[src/rtl/neurocore_lsk_pkg.sv]
// Shared types and constants for the neurocore LSK back-channel framer.
// Build option: define LSK_PARITY_EN to append an even-parity bit to every frame.
package neurocore_lsk_pkg;

    typedef enum logic [1:0] {
        IDLE = 2'd0,
        SEND = 2'd1,
        GAP  = 2'd2
    } lsk_state_e;

    localparam logic [3:0] LSK_PREAMBLE = 4'b1010;

`ifdef LSK_PARITY_EN
    localparam int FRAME_BITS = 8;
`else
    localparam int FRAME_BITS = 7;
`endif

    // Frame word, MSB transmitted first. Without parity only the top seven bits go out.
    function automatic logic [7:0] build_frame(input logic [2:0] cmd);
        return {LSK_PREAMBLE, cmd, ^cmd};
    endfunction

endpackage

[src/rtl/neurocore_lsk_framer_if.sv]
// Command/status bundle between the field-sensor side and the LSK framer.
// master drives commands and control; slave (the framer) drives the line and status.
interface neurocore_lsk_framer_if #(
    parameter int FIFO_DEPTH = 4
);
    localparam int LEVEL_W = $clog2(FIFO_DEPTH) + 1;

    logic               enable;
    logic [2:0]         cmd_in;
    logic               cmd_valid;
    logic               ovf_clr;
    logic               lsk_ctrl;
    logic               lsk_tx;
    logic               busy;
    logic [LEVEL_W-1:0] fifo_level;
    logic               overflow;

    modport master (
        output enable, cmd_in, cmd_valid, ovf_clr,
        input  lsk_ctrl, lsk_tx, busy, fifo_level, overflow
    );

    modport slave (
        input  enable, cmd_in, cmd_valid, ovf_clr,
        output lsk_ctrl, lsk_tx, busy, fifo_level, overflow
    );

endinterface

[src/rtl/neurocore_cmd_fifo.sv]
// Synchronous command FIFO with a combinational head. A push into a full FIFO
// is accepted only when a pop happens on the same edge; otherwise it is ignored.
module neurocore_cmd_fifo #(
    parameter int DEPTH = 4,
    parameter int WIDTH = 3
) (
    input  logic                     clk,
    input  logic                     rst,
    input  logic                     push,
    input  logic                     pop,
    input  logic [WIDTH-1:0]         din,
    output logic [WIDTH-1:0]         dout,
    output logic                     full,
    output logic                     empty,
    output logic [$clog2(DEPTH):0]   level
);
    localparam int AW      = $clog2(DEPTH);
    localparam int LEVEL_W = AW + 1;

    logic [WIDTH-1:0] mem [DEPTH];
    logic [AW-1:0]    wr_ptr;
    logic [AW-1:0]    rd_ptr;
    logic             do_push;
    logic             do_pop;

    assign full    = (level == LEVEL_W'(DEPTH));
    assign empty   = (level == '0);
    assign do_pop  = pop && !empty;
    assign do_push = push && (!full || do_pop);
    assign dout    = mem[rd_ptr];

    // Pointer and occupancy bookkeeping; DEPTH is a power of two so pointers wrap naturally.
    always_ff @(posedge clk) begin
        // NOTE: sequential state uses non-blocking assignments so every flop samples pre-edge values.
        if (rst) begin
            wr_ptr <= '0;
            rd_ptr <= '0;
            level  <= '0;
        end else begin
            if (do_push) wr_ptr <= wr_ptr + 1'b1;
            if (do_pop)  rd_ptr <= rd_ptr + 1'b1;
            case ({do_push, do_pop})
                2'b10:   level <= level + 1'b1;
                2'b01:   level <= level - 1'b1;
                default: level <= level;
            endcase
        end
    end

    // Storage write port.
    always_ff @(posedge clk) begin
        // NOTE: storage is deliberately not reset; level gates every read, so stale slots are never observed.
        if (do_push) mem[wr_ptr] <= din;
    end

endmodule

[src/rtl/neurocore_lsk_framer.sv]
// Neurocore LSK framer: queues 3-bit commands and sends each as a Manchester
// frame (preamble 1010, cmd MSB first, optional parity) on the LSK MOSFET gate.
// Build option: LSK_PARITY_EN adds the parity bit (8-bit frames instead of 7).
module neurocore_lsk_framer
    import neurocore_lsk_pkg::*;
#(
    parameter int BIT_DIV    = 8,
    parameter int FIFO_DEPTH = 4,
    parameter int GAP_BITS   = 2
) (
    input  logic                          clk,
    input  logic                          rst,
    neurocore_lsk_framer_if.slave         bus
);
    localparam int LEVEL_W = $clog2(FIFO_DEPTH) + 1;
    localparam int HALF_W  = (BIT_DIV > 1) ? $clog2(BIT_DIV) : 1;
    localparam int GAP_CYC = GAP_BITS * 2 * BIT_DIV;
    localparam int GAP_W   = (GAP_CYC > 1) ? $clog2(GAP_CYC) : 1;

    localparam logic [HALF_W-1:0] HALF_LAST = HALF_W'(BIT_DIV - 1);
    localparam logic [2:0]        BIT_LAST  = 3'(FRAME_BITS - 1);
    localparam logic [GAP_W-1:0]  GAP_LAST  = GAP_W'(GAP_CYC - 1);

    lsk_state_e          state;
    logic [7:0]          shreg;
    logic [HALF_W-1:0]   half_cnt;
    logic                second_half;
    logic [2:0]          bit_idx;
    logic [GAP_W-1:0]    gap_cnt;
    logic                lsk_ctrl_q;
    logic                lsk_tx_q;
    logic                busy_q;
    logic                overflow_q;

    logic [2:0]          head;
    logic [7:0]          frame_word;
    logic                fifo_full;
    logic                fifo_empty;
    logic [LEVEL_W-1:0]  level;
    logic                start;
    logic                drop;

    // A frame starts only from IDLE; the pop happens on the same edge SEND is entered.
    assign start      = (state == IDLE) && bus.enable && !fifo_empty;
    assign drop       = bus.cmd_valid && fifo_full && !start;
    assign frame_word = build_frame(head);

    neurocore_cmd_fifo #(
        .DEPTH (FIFO_DEPTH),
        .WIDTH (3)
    ) u_fifo (
        .clk   (clk),
        .rst   (rst),
        .push  (bus.cmd_valid),
        .pop   (start),
        .din   (bus.cmd_in),
        .dout  (head),
        .full  (fifo_full),
        .empty (fifo_empty),
        .level (level)
    );

    // Framer FSM and Manchester serializer: one bit = high/low halves for '1', low/high for '0'.
    always_ff @(posedge clk) begin
        if (rst) begin
            state       <= IDLE;
            shreg       <= '0;
            half_cnt    <= '0;
            second_half <= 1'b0;
            bit_idx     <= '0;
            gap_cnt     <= '0;
            lsk_ctrl_q  <= 1'b0;
            lsk_tx_q    <= 1'b0;
            busy_q      <= 1'b0;
        end else begin
            case (state)
                IDLE: begin
                    if (start) begin
                        state       <= SEND;
                        shreg       <= frame_word;
                        half_cnt    <= '0;
                        second_half <= 1'b0;
                        bit_idx     <= '0;
                        lsk_ctrl_q  <= frame_word[7];
                        lsk_tx_q    <= 1'b1;
                        busy_q      <= 1'b1;
                    end
                end

                SEND: begin
                    if (half_cnt != HALF_LAST) begin
                        half_cnt <= half_cnt + 1'b1;
                    end else begin
                        half_cnt <= '0;
                        if (!second_half) begin
                            second_half <= 1'b1;
                            lsk_ctrl_q  <= ~shreg[7];
                        end else if (bit_idx == BIT_LAST) begin
                            second_half <= 1'b0;
                            lsk_ctrl_q  <= 1'b0;
                            lsk_tx_q    <= 1'b0;
                            if (GAP_CYC == 0) begin
                                state  <= IDLE;
                                busy_q <= 1'b0;
                            end else begin
                                state   <= GAP;
                                gap_cnt <= '0;
                            end
                        end else begin
                            second_half <= 1'b0;
                            bit_idx     <= bit_idx + 3'd1;
                            shreg       <= {shreg[6:0], 1'b0};
                            lsk_ctrl_q  <= shreg[6];
                        end
                    end
                end

                GAP: begin
                    if (gap_cnt == GAP_LAST) begin
                        state  <= IDLE;
                        busy_q <= 1'b0;
                    end else begin
                        gap_cnt <= gap_cnt + 1'b1;
                    end
                end

                default: begin
                    state      <= IDLE;
                    lsk_ctrl_q <= 1'b0;
                    lsk_tx_q   <= 1'b0;
                    busy_q     <= 1'b0;
                end
            endcase
        end
    end

    // Sticky overflow: a drop on the same edge as ovf_clr keeps the flag set.
    always_ff @(posedge clk) begin
        if (rst)              overflow_q <= 1'b0;
        else if (drop)        overflow_q <= 1'b1;
        else if (bus.ovf_clr) overflow_q <= 1'b0;
    end

    assign bus.lsk_ctrl   = lsk_ctrl_q;
    assign bus.lsk_tx     = lsk_tx_q;
    assign bus.busy       = busy_q;
    assign bus.fifo_level = level;
    assign bus.overflow   = overflow_q;

endmodule

[src/flat_wrapper.sv]
// flat-port wrapper written by rule: the top's interface ports become plain ports
module neurocore_lsk_framer_flat import neurocore_lsk_pkg::*;
#(
    parameter int BIT_DIV    = 8,
    parameter int FIFO_DEPTH = 4,
    parameter int GAP_BITS   = 2
)
  (clk, rst, bus_enable, bus_cmd_in, bus_cmd_valid, bus_ovf_clr, bus_lsk_ctrl, bus_lsk_tx, bus_busy, bus_fifo_level, bus_overflow);
  neurocore_lsk_framer_if #(.FIFO_DEPTH(FIFO_DEPTH)) bus_i ();
  input  logic clk;
  input  logic rst;
  input wire logic [$bits(bus_i.enable)-1:0] bus_enable;
  input wire logic [$bits(bus_i.cmd_in)-1:0] bus_cmd_in;
  input wire logic [$bits(bus_i.cmd_valid)-1:0] bus_cmd_valid;
  input wire logic [$bits(bus_i.ovf_clr)-1:0] bus_ovf_clr;
  output wire logic [$bits(bus_i.lsk_ctrl)-1:0] bus_lsk_ctrl;
  output wire logic [$bits(bus_i.lsk_tx)-1:0] bus_lsk_tx;
  output wire logic [$bits(bus_i.busy)-1:0] bus_busy;
  output wire logic [$bits(bus_i.fifo_level)-1:0] bus_fifo_level;
  output wire logic [$bits(bus_i.overflow)-1:0] bus_overflow;
  assign bus_i.enable = bus_enable;
  assign bus_i.cmd_in = bus_cmd_in;
  assign bus_i.cmd_valid = bus_cmd_valid;
  assign bus_i.ovf_clr = bus_ovf_clr;
  assign bus_lsk_ctrl = bus_i.lsk_ctrl;
  assign bus_lsk_tx = bus_i.lsk_tx;
  assign bus_busy = bus_i.busy;
  assign bus_fifo_level = bus_i.fifo_level;
  assign bus_overflow = bus_i.overflow;
  neurocore_lsk_framer #(.BIT_DIV(BIT_DIV), .FIFO_DEPTH(FIFO_DEPTH), .GAP_BITS(GAP_BITS)) u_core (.clk(clk), .rst(rst), .bus(bus_i));
endmodule
[config.mk]
export PLATFORM = sky130hd
export DESIGN_NAME = neurocore_lsk_framer_flat
export DESIGN_NICKNAME = d
export VERILOG_FILES = /design/src/rtl/neurocore_lsk_pkg.sv /design/src/rtl/neurocore_lsk_framer_if.sv /design/src/rtl/neurocore_cmd_fifo.sv /design/src/rtl/neurocore_lsk_framer.sv /design/src/flat_wrapper.sv
export SDC_FILE = /design/constraint.sdc
export NUM_CORES = 1
export LEC_CHECK = 0
export ABC_AREA = 1
export CAP_MARGIN = 20
export CORE_UTILIZATION = 60
export DETAILED_ROUTE_END_ITERATION = 10
export PLACE_DENSITY = 0.89
export REMOVE_ABC_BUFFERS = 1
export SLEW_MARGIN = 20
export SYNTH_ARGS = -nofsm -noshare
export SYNTH_HDL_FRONTEND = slang
export SYNTH_SLANG_ARGS = --single-unit
[constraint.sdc]
create_clock -name clk -period 6.15 [get_ports clk]
set_clock_uncertainty 0.1 [all_clocks]
set_input_delay 1.845 -clock clk [delete_from_list [all_inputs] [get_ports clk]]
set_output_delay 1.845 -clock clk [all_outputs]
set_load 0.03 [all_outputs]
* Word-level counts from Yosys, hierarchy flattened
Memories as Yosys holds them, arrays and structs flattened. A register that Yosys moved wholly into a read port is not among the register bits.
Cells that the tools add are included.
Widths: inputs -> output; s select.
** Word-level totals
- Register bits :: 33
- RAM bits :: 12
- Bits of input ports :: 8
- Output and inout bits :: 7
- Word-level logic and storage cells :: 109
- Memories :: 1
** Operators by class
- Add/sub/neg operators :: 7
- Eq/ne operators :: 15
- Muxes and demuxes :: 45
- Bitwise logic cells :: 3
- Reduce and logical (&&, ||, !) cells :: 25
** Memory list
- u_core.u_fifo.mem :: words 4, width 3, rd ports 1, clocked after memory_dff 1, write ports 1, RTL line neurocore_cmd_fifo.sv:20 : logic [WIDTH-1:0] mem [DEPTH];
** Operators by type and width (count)
- $mux 8 :: 4
- $mux 5 :: 4
- $reduce_and 5->1 :: 4
- $pmux 3 s2 :: 3
- $pmux 8 s2 :: 1
- $mux 1 :: 15
- $mux 3 :: 5
- $mux 2 :: 7
- $pmux 5 s2 :: 1
- $add 3x1->3 const B :: 3
- $pmux 1 s3 :: 3
- $reduce_and 3->1 :: 3
- $ne 2x1->1 const B :: 4
- $reduce_bool 2->1 :: 4
- $eq 3x3->1 const B :: 2
- $logic_and 1x1->1 :: 6
- $ne 2x2->1 const B :: 3
- $pmux 2 s3 :: 1
- $add 5x1->5 const B :: 1
- $eq 5x5->1 const B :: 1
- $add 2x1->2 const B :: 2
- $eq 2x1->1 const B :: 2
- $eq 2x2->1 const B :: 2
- $logic_not 1->1 :: 3
- 9 further kinds :: 11

* Depth between registers and ports, before layout
- Word-level depth :: 8
- Mapped depth :: 13
- Depth with buffers taken out :: 12

* By module
A second synthesis with hierarchy kept.
** Second synthesis, totals
- Cells, all modules :: 286
- Area total of the unflattened synthesis :: 2243.4 µm²
** Modules (own cells, without submodules)
- neurocore_lsk_framer :: times used 1, cells each 183, area each 1283.7 µm²
- neurocore_cmd_fifo :: times used 1, cells each 103, area each 959.7 µm²

* Worst setup path after synthesis
No wires, ideal clock.
- Path kind :: in2reg
- Start :: input bus_enable
- End :: register u_core.u_fifo.level[2]
- Data arrival time :: 3091 ps
- Path slack :: 2843 ps
- Stages :: 12
- Path buffers :: 1
- Cell sequence :: inv_1 nor2_4 nand2_1 buf_6 nor2_4 inv_2 fa_1 o21bai_1 nand2_1 nand3_1 nand2_1 nor2_1
** On the way
- Word-level cells in the longest chain between the ends :: 7
- Elaborated cells between the ends (all ways) :: 9
- Those cells by class :: eq/ne: 2; mux: 1; reduce/logical: 6
** Ends and longest elaborated chain
- from (decl) :: RTL line flat_wrapper.sv:12 : input wire logic [$bits(bus_i.enable)-1:0] bus_enable;
- $logic_and 1x1->1 * (2 in a row) :: RTL line neurocore_lsk_framer.sv:44 : assign start = (state == IDLE) && bus.enable && !fifo_empty;
- $logic_and 1x1->1 * :: RTL line neurocore_cmd_fifo.sv:28 : assign do_pop = pop && !empty;
- $logic_or 1x1->1 :: RTL line neurocore_cmd_fifo.sv:29 : assign do_push = push && (!full || do_pop);
- $logic_and 1x1->1 :: RTL line neurocore_cmd_fifo.sv:29
- $eq 2x1->1 / $eq 2x2->1 (equally long branches) :: RTL line neurocore_cmd_fifo.sv:42 : case ({do_push, do_pop})
- $pmux 3 s2 / $reduce_bool 2->1 (equally long branches)
- to (signal assigned) :: RTL line neurocore_cmd_fifo.sv:43 : 2'b10: level <= level + 1'b1;
- to (signal assigned) :: RTL line neurocore_cmd_fifo.sv:44 : 2'b01: level <= level - 1'b1;
- to (signal assigned) :: RTL line neurocore_cmd_fifo.sv:45 : default: level <= level;
- to (decl) :: RTL line neurocore_cmd_fifo.sv:15 : output logic [$clog2(DEPTH):0] level
Mark *: on every way between the ends. The rest lies on a longest branch, timed or not.
A chain may end at the register's enable or synchronous reset.

* Final worst setup path
Same ends and word-level chain as after synthesis.

==> impl_metrics.sql <==
INSERT INTO impl_metrics (metric_group, metric, value, unit) VALUES
('clock_tree', 'clock_sink_count', '47', ''),
('synth', 'yosys.area_share.xor_xnor', '0.00386', ''),
('hold_path', 'min_delay_path_depth', '2', ''),
('timing', 'hold_viol_final', '0', ''),
('synth', 'share_of_the_synthesized_area_in_compound_gates_ao_oa_aoi_oai', '0.129', ''),
('timing', 'finalMaxSlewViolations', '0', ''),
('drt', 'firstDrtPassIters', '4', ''),
('synth', 'share_of_async_settable_or_async_resettable_flops_after_synthesis', '0', ''),
('synth', 'netlist.top_cell.by_area', 'sky130_fd_sc_hd__dfxtp_1', ''),
('timing', 'layout_worst_path_cycle_share', '0.598', ''),
('pwr', 'comb_power_share', '0.378', ''),
('clock_tree', 'cts_repair_resize_count', '0', ''),
('clock_tree', 'clk_pin_slew_worst_paths', '0.08', 'ns'),
('cells_and_area', 'nFillCells', '278', ''),
('drt', 'drcViolationCount', '0', ''),
('pwr', 'power-per-cell-area', '416', 'mW/mm^2'),
('global_route', 'grt_remaining_overflow', '0', ''),
('pwr', 'power.share.clock', '0.217', ''),
('synth', 'synth_area', '0.00227', 'sq mm'),
('global_route', 'grt_pass1_wl', '7.75', 'mm'),
('floorplan', 'die_w', '63.5', 'microns'),
('setup_path', 'crit_top_cell', 'sky130_fd_sc_hd__nand2_1', ''),
('drt', 'vias', '1827', ''),
('floorplan', 'dieHeight', '63.5', 'microns'),
('pwr', 'cell_internal_pwr', '0.639', 'mW'),
('cells_and_area', 'syn2layout_area_growth', '11.6', '%'),
('pwr', 'total_leakage_power', '1.04', 'nW'),
('pwr', 'net_switching_power_figure', '0.412', 'mW'),
('floorplan', 'dieArea', '0.00403', 'sq mm'),
('drt', 'antenna_violating_nets_post_route', '0', ''),
('setup_path', 'worst_stage_delay_on_the_critical_path', '0.45', 'ns'),
('synth', 'synth.yosys.warnings', '0', ''),
('timing', 'relSlewSlack', '0.655', ''),
('clock_tree', 'numCtsBuffers', '5', ''),
('drt', 'wl_per_cell', '12.8', 'microns'),
('flow_run', 'drv.max_cap_violation_count', '0', ''),
('setup_path', 'critical_path_cell_by_cell', 'clkdlybuf4s50_1 -> inv_1 -> nor2_4 -> nand2_1 -> nor2_4 -> inv_2 -> fa_1 -> o21bai_1 -> nand2_1 -> nand3_1 -> nand2_1 -> nor2_1', ''),
('synth', 'synth.area.top_cells', 'sky130_fd_sc_hd__dfxtp_1, sky130_fd_sc_hd__edfxtp_1, sky130_fd_sc_hd__nand2_1', ''),
('synth', 'synthesis.area_per_instance', '8.13', 'sq um'),
('drt', 'detailedRoute.firstIterationViolations', '88', ''),
('clock_tree', 'clock_tree.buffer_depth', '2', ''),
('clock_tree', 'cts_tree', 'built', ''),
('floorplan', 'rows', '21', ''),
('timing', 'period_needed', '3.68', 'ns'),
('global_route', 'initial_antenna_violation_count', '0', ''),
('synth', 'postSynth.topFlopCell', 'sky130_fd_sc_hd__dfxtp_1', ''),
('setup_path', 'critical_path_peak_fanout', '11', ''),
('timing', 'report.final.setup_viol', '0', ''),
('synth', 'synth-seq-area-share', '0.468', ''),
('floorplan', 'initial_utilization', '0.654', ''),
('timing', 'fin_setup_tns', '0', 'ns'),
('synth', 'ys_types', '32', ''),
('setup_path', 'critPathArrivalTime', '3.79', 'ns'),
('place', 'numPlacedInstances', '332', ''),
('setup_path', 'worst_r2r_path_depth', '12', ''),
('setup_path', 'crit_path_top_delay_cell', 'sky130_fd_sc_hd__clkdlybuf4s50_1', ''),
('synth', 'synth.most_common_cell', 'sky130_fd_sc_hd__nand2_1', ''),
('global_route', 'first_global_vias', '1759', ''),
('timing', 'grt_setup_unrepaired', 'no', ''),
('synth', 'flop_and_latch_count_out_of_synthesis', '47', ''),
('pwr', 'worst_vdd_ir', '0.277', 'mV'),
('floorplan', 'fp.coreArea', '0.00347', 'sq mm'),
('synth', 'synth_top_area_frac', '0.309', ''),
('setup_path', 'critical_path.startpoint_type', 'input pin', ''),
('run_status', 'run_status', 'complete, no violations', ''),
('cells_and_area', 'diodes', '0', ''),
('clock_tree', 'cts_max_level', '2', ''),
('pwr', 'seq_power_share', '0.405', ''),
('synth', 'post_synth_most_frequent_cells', 'sky130_fd_sc_hd__nand2_1, sky130_fd_sc_hd__dfxtp_1, sky130_fd_sc_hd__inv_1', ''),
('cells_and_area', 'final_core_util', '0.729', ''),
('clock_tree', 'worstSkewPairLatency', '0.31', 'ns');
layout make-up:
class / instances / area, sq um / share of cell area
multi-input cells: 187 / 1020 / 0.402
inverters: 38 / 143 / 0.0564
clock buffers: 5 / 68.8 / 0.0272
clock inverters: 3 / 43.8 / 0.0173
repair buffers: 14 / 140 / 0.0554
flip-flops and latches: 47 / 1060 / 0.419
well taps: 46 / 57.6 / 0.0227
placed cells by master (no fill, tap or decap), drive strengths merged:
master         instances
a211oi                 2
a21oi                 28
and2                   1
bufinv                 1
clkbuf                 5
clkdlybuf4s50         14
clkinv                 2
dfxtp                 35
edfxtp                12
fa                     1
ha                    10
inv                   38
nand2                 65
nand3                 23
nand3b                 2
nand4                  2
nor2                  23
nor3                   5
o211ai                 1
o21ai                 21
o21bai                 1
o31ai                  1
xnor2                  1
worst max-delay path: cells and delay by family:
family | cells | cell delay, ns
adder cells (fa/ha/maj) | 1 | 0.39
AND/OR/NAND/NOR | 7 | 0.80
buffers and inverters | 3 | 0.59
AO/OA/AOI/OAI | 1 | 0.16
per-layer routing:
layer / vias up / share of wire / global-route usage
met5: - / 0 / 0
met4: 0 / 0.025 / 0.119
met3: 11 / 0.035 / 0.0725
met2: 34 / 0.49 / 0.428
met1: 842 / 0.45 / 0.292
li1: 940 / - / -
power groups by stage:
| stage | combinational (mW) | clock (mW) | sequential [mW] |
|---|---|---|---|
| final | 0.397 | 0.228 | 0.426 |
| after detailed placement | 0.394 | 0 | 0.433 |
| after CTS | 0.398 | 0.231 | 0.426 |
| after global routing | 0.453 | 0.246 | 0.435 |
| after global placement | 0.382 | 0 | 0.430 |
| after floorplan | 0.273 | 0 | 0.450 |
per-stage QoR:
step	setup WS, ns	area, sq um	hold slack [ns]
5_1_grt	2.32	2530	0.390
3_5_place_dp	2.14	2420	0.342
4_1_cts	2.47	2530	0.353
2_1_floorplan	2.75	2220	0.325
3_3_place_gp	2.20	2420	0.339
6_report	2.47	2530	0.351
state kept, by name, indices dropped and copies added, names as in the netlist, named ones only:
name,cells
u_core.bus.lsk_tx,1
u_core.bus.busy,1
u_core.u_fifo.level,3
u_core.bus.overflow,1
u_core.half_cnt,3
u_core.second_half,1
u_core.bit_idx,3
u_core.shreg,8
u_core.bus.lsk_ctrl,1
u_core.gap_cnt,5
u_core.u_fifo.wr_ptr,2
u_core.state,2
u_core.u_fifo.mem,12
u_core.u_fifo.rd_ptr,2
final timing paths:
path | from | end | slack (ns)
worst min-delay path | u_core.bus.lsk_ctrl | u_core.bus.lsk_ctrl | 0.35
worst max register to register | u_core.state[0] | u_core.u_fifo.level[2] | 3.93
worst max-delay path | bus_enable | u_core.u_fifo.level[2] | 2.47
worst min register to register | u_core.bus.lsk_ctrl | u_core.bus.lsk_ctrl | 0.35
kinds of logic (layout without fill, tap and decap cells):
| group | Yosys count | in the layout |
|---|---|---|
| buf+inv | 45 | 60 |
| fa+ha+maj | 11 | 11 |
| compound gates | 54 | 54 |
| flops | 47 | 47 |
| simple gates | 121 | 121 |
| xor+xnor | 1 | 1 |
Power figures use the tool's default switching activity.
==> RTL change 1 (same settings) <==
The option `LSK_PARITY_EN` is turned on by a define.
--- a/src/rtl/neurocore_lsk_pkg.sv
+++ b/src/rtl/neurocore_lsk_pkg.sv
@@ -1,4 +1,6 @@
 // Shared types and constants for the neurocore LSK back-channel framer.
 // Build option: define LSK_PARITY_EN to append an even-parity bit to every frame.
+`define LSK_PARITY_EN
+
 package neurocore_lsk_pkg;
 
Function: no difference found for any inputs over 10 cycles, from zero or initial values and one cycle with rst high; that may be too few to reach the edited logic, so the function may still have changed.
==> RTL change 1 against the original RTL <==
  * Wire length down 0.35%
  * Sequential cell count unchanged
  * Highest routed layer unchanged
  * Power down 5.1%
  * Largest cell class unchanged
  * Cell count down 0.88%
  * Fmax down 2.9%
  * Global-route usage down 0.54 points
  * Design area down 2.5%
  * Register-to-register slack worse by 0.05 ns
  * Sequential power down 2%
  * Combinational power down 4%
  * Synthesized area down 1.8%
  * Critical path type unchanged
  * Synthesized cell count down 0.72%
  * Setup slack worse by 0.11 ns
==> RTL change 1: results <==
[placed_design]
gp_congestion = 0.8127
placedCellCount = 329
postPlaceCellArea_um2 = 2366
preCtsSetupSlack_ns = 2.053
place_hpwl_um = 3099

[setup_path]
reg2reg_depth = 11
arrival_ns = 3.89
crit_slowest_cell = clkdlybuf4s50_1
crit_fanout = 11

[global_routing]
grt_pass1_vias = 1683
grt_max_degree = 23
grt.total_usage_pct = 24.80
grt_pass1_wl_um = 7590

[cts]
clock_path_buffers = 2
clock_latency_ns = 0.30
cts_setup_buffers = 0

[cells_and_area]
seqCellArea_um2 = 1061
utilization_pct = 71.65
clkbuf_count = 8
drive_gt1_share_pct = 7.904
n_all_inverters = 36
multi_input_cells = 186
clock_cell_area_share_pct = 4.059
fin_nets = 309
fin_cells = 337
largestRegisters = u_core.u_fifo.mem: 12 flops, u_core.shreg: 8 flops, u_core.gap_cnt: 5 flops
nonClkBufAreaFrac_pct = 5.682
final.fill_count = 266
seq_cell_count = 47
nNonClkBuffers = 14
multi_input_area_um2 = 967.2

[synth]
ys_top_cells_by_count = nand2_1 (66), dfxtp_1 (35), a21oi_1 (29)
synth_area_per_cell_um2 = 8.036
synthArstFlopShare_pct = 0
synth_edf_count = 12
yosysWarnings = 0
yosysSeqAreaShare_pct = 47.67
synth_area_leaders = dfxtp_1 (31%), edfxtp_1 (16%), nand2_1 (11%), a21oi_1 (6.5%), nand3_1 (6.3%)

[routing]
dr.pass1.iters = 4
first_iter_violations = 116
num_vias = 1844
drt-wirelength-per-cell_um = 12.84

[power]
power_density_nw_per_um2 = 404.7
peakVddDrop_mv = 0.2674
p_leak_nw = 1.019
combPwrFrac_pct = 38.1
p_sw_share_pct = 39.44
pg_clk_uw = 200

[timing]
tightestPinTransition_ns = 0.8041

[die]
die_x_um = 62.91

[outcome]
status = finished clean

[min_path]
min_path_type = reg2reg
[RTL change 1: cell types whose count changed in the layout (fill, tap and decap cells not counted), moves of 2 or more]
cell      unedited run  this run
clkbuf_8             5         7
inv_1               31        28
inv_2                7         5
inv_4                0         2
nand2_1             62        66
nand3_1             22        28
nand3b_1             2         0
nor2_4               4         0
nor3_1               3         7
nor3_2               2         0
o21ai_1              9         2
[RTL change 1: cell families (layout without fill, tap and decap cells)]
family / after synthesis / after routing / share of synthesized area, %
AO/OA/AOI/OAI: 51 / 51 / 13.27
flip-flops: 47 / 47 / 47.67
AND/OR/NAND/NOR: 124 / 124 / 23.67
buffers and inverters: 44 / 58 / 8.881
adder cells (fa/ha/maj): 11 / 11 / 6.521
[RTL change 1: path summary, 6_finish.rpt]
| kind | from | end | slack [ns] |
|---|---|---|---|
| max | bus_enable | u_core.u_fifo.level[2] | 2.36 |
| min reg2reg | u_core.bus.busy | u_core.bus.busy | 0.37 |
| min | u_core.bus.busy | u_core.bus.busy | 0.37 |
| max reg2reg | u_core.state[0] | u_core.u_fifo.level[2] | 3.88 |
[RTL change 1: routing by layer]
| layer | wire, um | vias to the layer above | track usage [%] |
|---|---|---|---|
| li1 | - | 936 | - |
| met1 | 1924 | 843 | 31.18 |
| met2 | 2102 | 57 | 39.92 |
| met3 | 218 | 8 | 5.474 |
| met4 | 82 | 0 | 12.21 |
| met5 | 0 | - | 0 |
[RTL change 1: worst max-delay path: cells and delay by family]
| family | cells | cell delay, ns |
|---|---|---|
| adders and majority gates | 1 | 0.41 |
| and+or+nand+nor | 5 | 0.70 |
| buffers and inverters | 4 | 0.76 |
| AOI/OAI and AO/OA | 1 | 0.18 |
==> RTL change 2 (same settings) <==
Made on the original files. Make the reset (`rst`) asynchronous in 3 clocked blocks.
--- a/src/rtl/neurocore_cmd_fifo.sv
+++ b/src/rtl/neurocore_cmd_fifo.sv
@@ -31,5 +31,5 @@
 
     // Pointer and occupancy bookkeeping; DEPTH is a power of two so pointers wrap naturally.
-    always_ff @(posedge clk) begin
+    always_ff @(posedge clk or posedge rst) begin
         // NOTE: sequential state uses non-blocking assignments so every flop samples pre-edge values.
         if (rst) begin
--- a/src/rtl/neurocore_lsk_framer.sv
+++ b/src/rtl/neurocore_lsk_framer.sv
@@ -62,5 +62,5 @@
 
     // Framer FSM and Manchester serializer: one bit = high/low halves for '1', low/high for '0'.
-    always_ff @(posedge clk) begin
+    always_ff @(posedge clk or posedge rst) begin
         if (rst) begin
             state       <= IDLE;
@@ -136,5 +136,5 @@
 
     // Sticky overflow: a drop on the same edge as ovf_clr keeps the flag set.
-    always_ff @(posedge clk) begin
+    always_ff @(posedge clk or posedge rst) begin
         if (rst)              overflow_q <= 1'b0;
         else if (drop)        overflow_q <= 1'b1;
Formal check against the unedited RTL: differs if rst is asserted again (counterexample within 4 cycles, from zero or initial values and one cycle with rst high); with rst held inactive, the same outputs for 10 cycles.
==> RTL change 2 against the original RTL <==
  * Setup slack improved by 0.17 ns
  * Synthesized area rose by 3.3%
  * Fmax rose by 4.8%
  * Wire length fell by 9.3%
  * Synthesized cell count fell by 6.5%
  * Sequential cell count fell by 2
  * Design area rose by 3.7%
  * Critical endpoint is now u_core.u_fifo.level[2]
  * Largest cell class unchanged
Power is not compared: it rests on default switching activity, and its combinational part moved more than twofold at a synthesized area within 25%.
==> RTL change 2: results <==
[outcome]
status = finished clean

[setup_path]
crit_family = buffers and inverters
crit_fanout = 10
arrival_ns = 3.61
slowest_delay_ns = 0.45
cp-startpoint = bus_enable
r2r_end = u_core.u_fifo.level[2]
reg2reg_depth = 13

[synth]
synth.distinct_cells = 29
synthArstFlopShare_pct = 73.33
ys_top_cells_by_count = nand2_1 (79), dfrtp_1 (33), inv_1 (31)
yosysSeqAreaShare_pct = 50.64
synth_area_leaders = dfrtp_1 (35%), edfxtp_1 (15%), nand2_1 (13%), ha_1 (5.3%), inv_1 (5.0%)
ys_seq_elements = 45

[global_routing]
use_met1_pct = 27.52
grt_pass1_vias = 1646
use_met2_pct = 37.11
grt_util_met3_pct = 4.225
grt_pass1_wl_um = 6934
grt_max_degree = 34
grt.total_usage_pct = 22.24

[cells_and_area]
fin_nets = 298
n_all_inverters = 35
nNonClkBuffers = 15
final.fill_count = 263
multi_input_area_um2 = 991.0
clock_cell_area_share_pct = 3.863
seqCellArea_um2 = 1186
nonClkBufAreaFrac_pct = 5.627
multi_input_cells = 177
drive_gt1_share_pct = 12.14

[timing]
whs_ns = 0.3802
max_slew_margin_pct = 63.61

[placed_design]
place_hpwl_um = 2880
gp_congestion = 0.7980

[min_path]
hold_end = u_core.shreg[3]
hp-start = u_core.shreg[3]

[routing]
drt-wirelength-per-cell_um = 12.01
highest_layer = met4
m1WireLength_um = 1826
wl_met3_um = 135
num_vias = 1699
first_iter_violations = 127
wl_met2_um = 1890
RTL change 2: cells by family (layout without fill, tap and decap cells):
kind of cell             after synthesis  in the layout  synth area share [%]
AO/OA/AOI/OAI                         25             25                 7.319
AND/OR/NAND/NOR                      136            136                 26.87
adder cells (fa/ha/maj)               11             11                 6.197
flip-flops                            45             45                 50.64
multiplexers                           1              1                0.4274
XOR/XNOR                               4              4                 1.496
buffers and inverters                 39             58                 7.051
RTL change 2: through the flow:
step / power, mW / setup WS (ns) / instance area (um2) / cells / util (%)
floorplan: 0.3216 / 2.914 / 2315 / 257 / -
global placement: 0.3301 / 2.415 / 2522 / 320 / 67.88
detailed placement: 0.3305 / 2.324 / 2522 / 320 / 67.88
CTS: 0.5287 / 2.648 / 2624 / 328 / 70.61
global route: 0.5381 / 2.465 / 2624 / 328 / 70.61
finish: 0.5236 / 2.639 / 2624 / 328 / 70.61
RTL change 2: power by group:
part	switching [mW]	internal [mW]
Combinational	0.00898	0.00647
Sequential	0.000801	0.308
Clock	0.0982	0.102
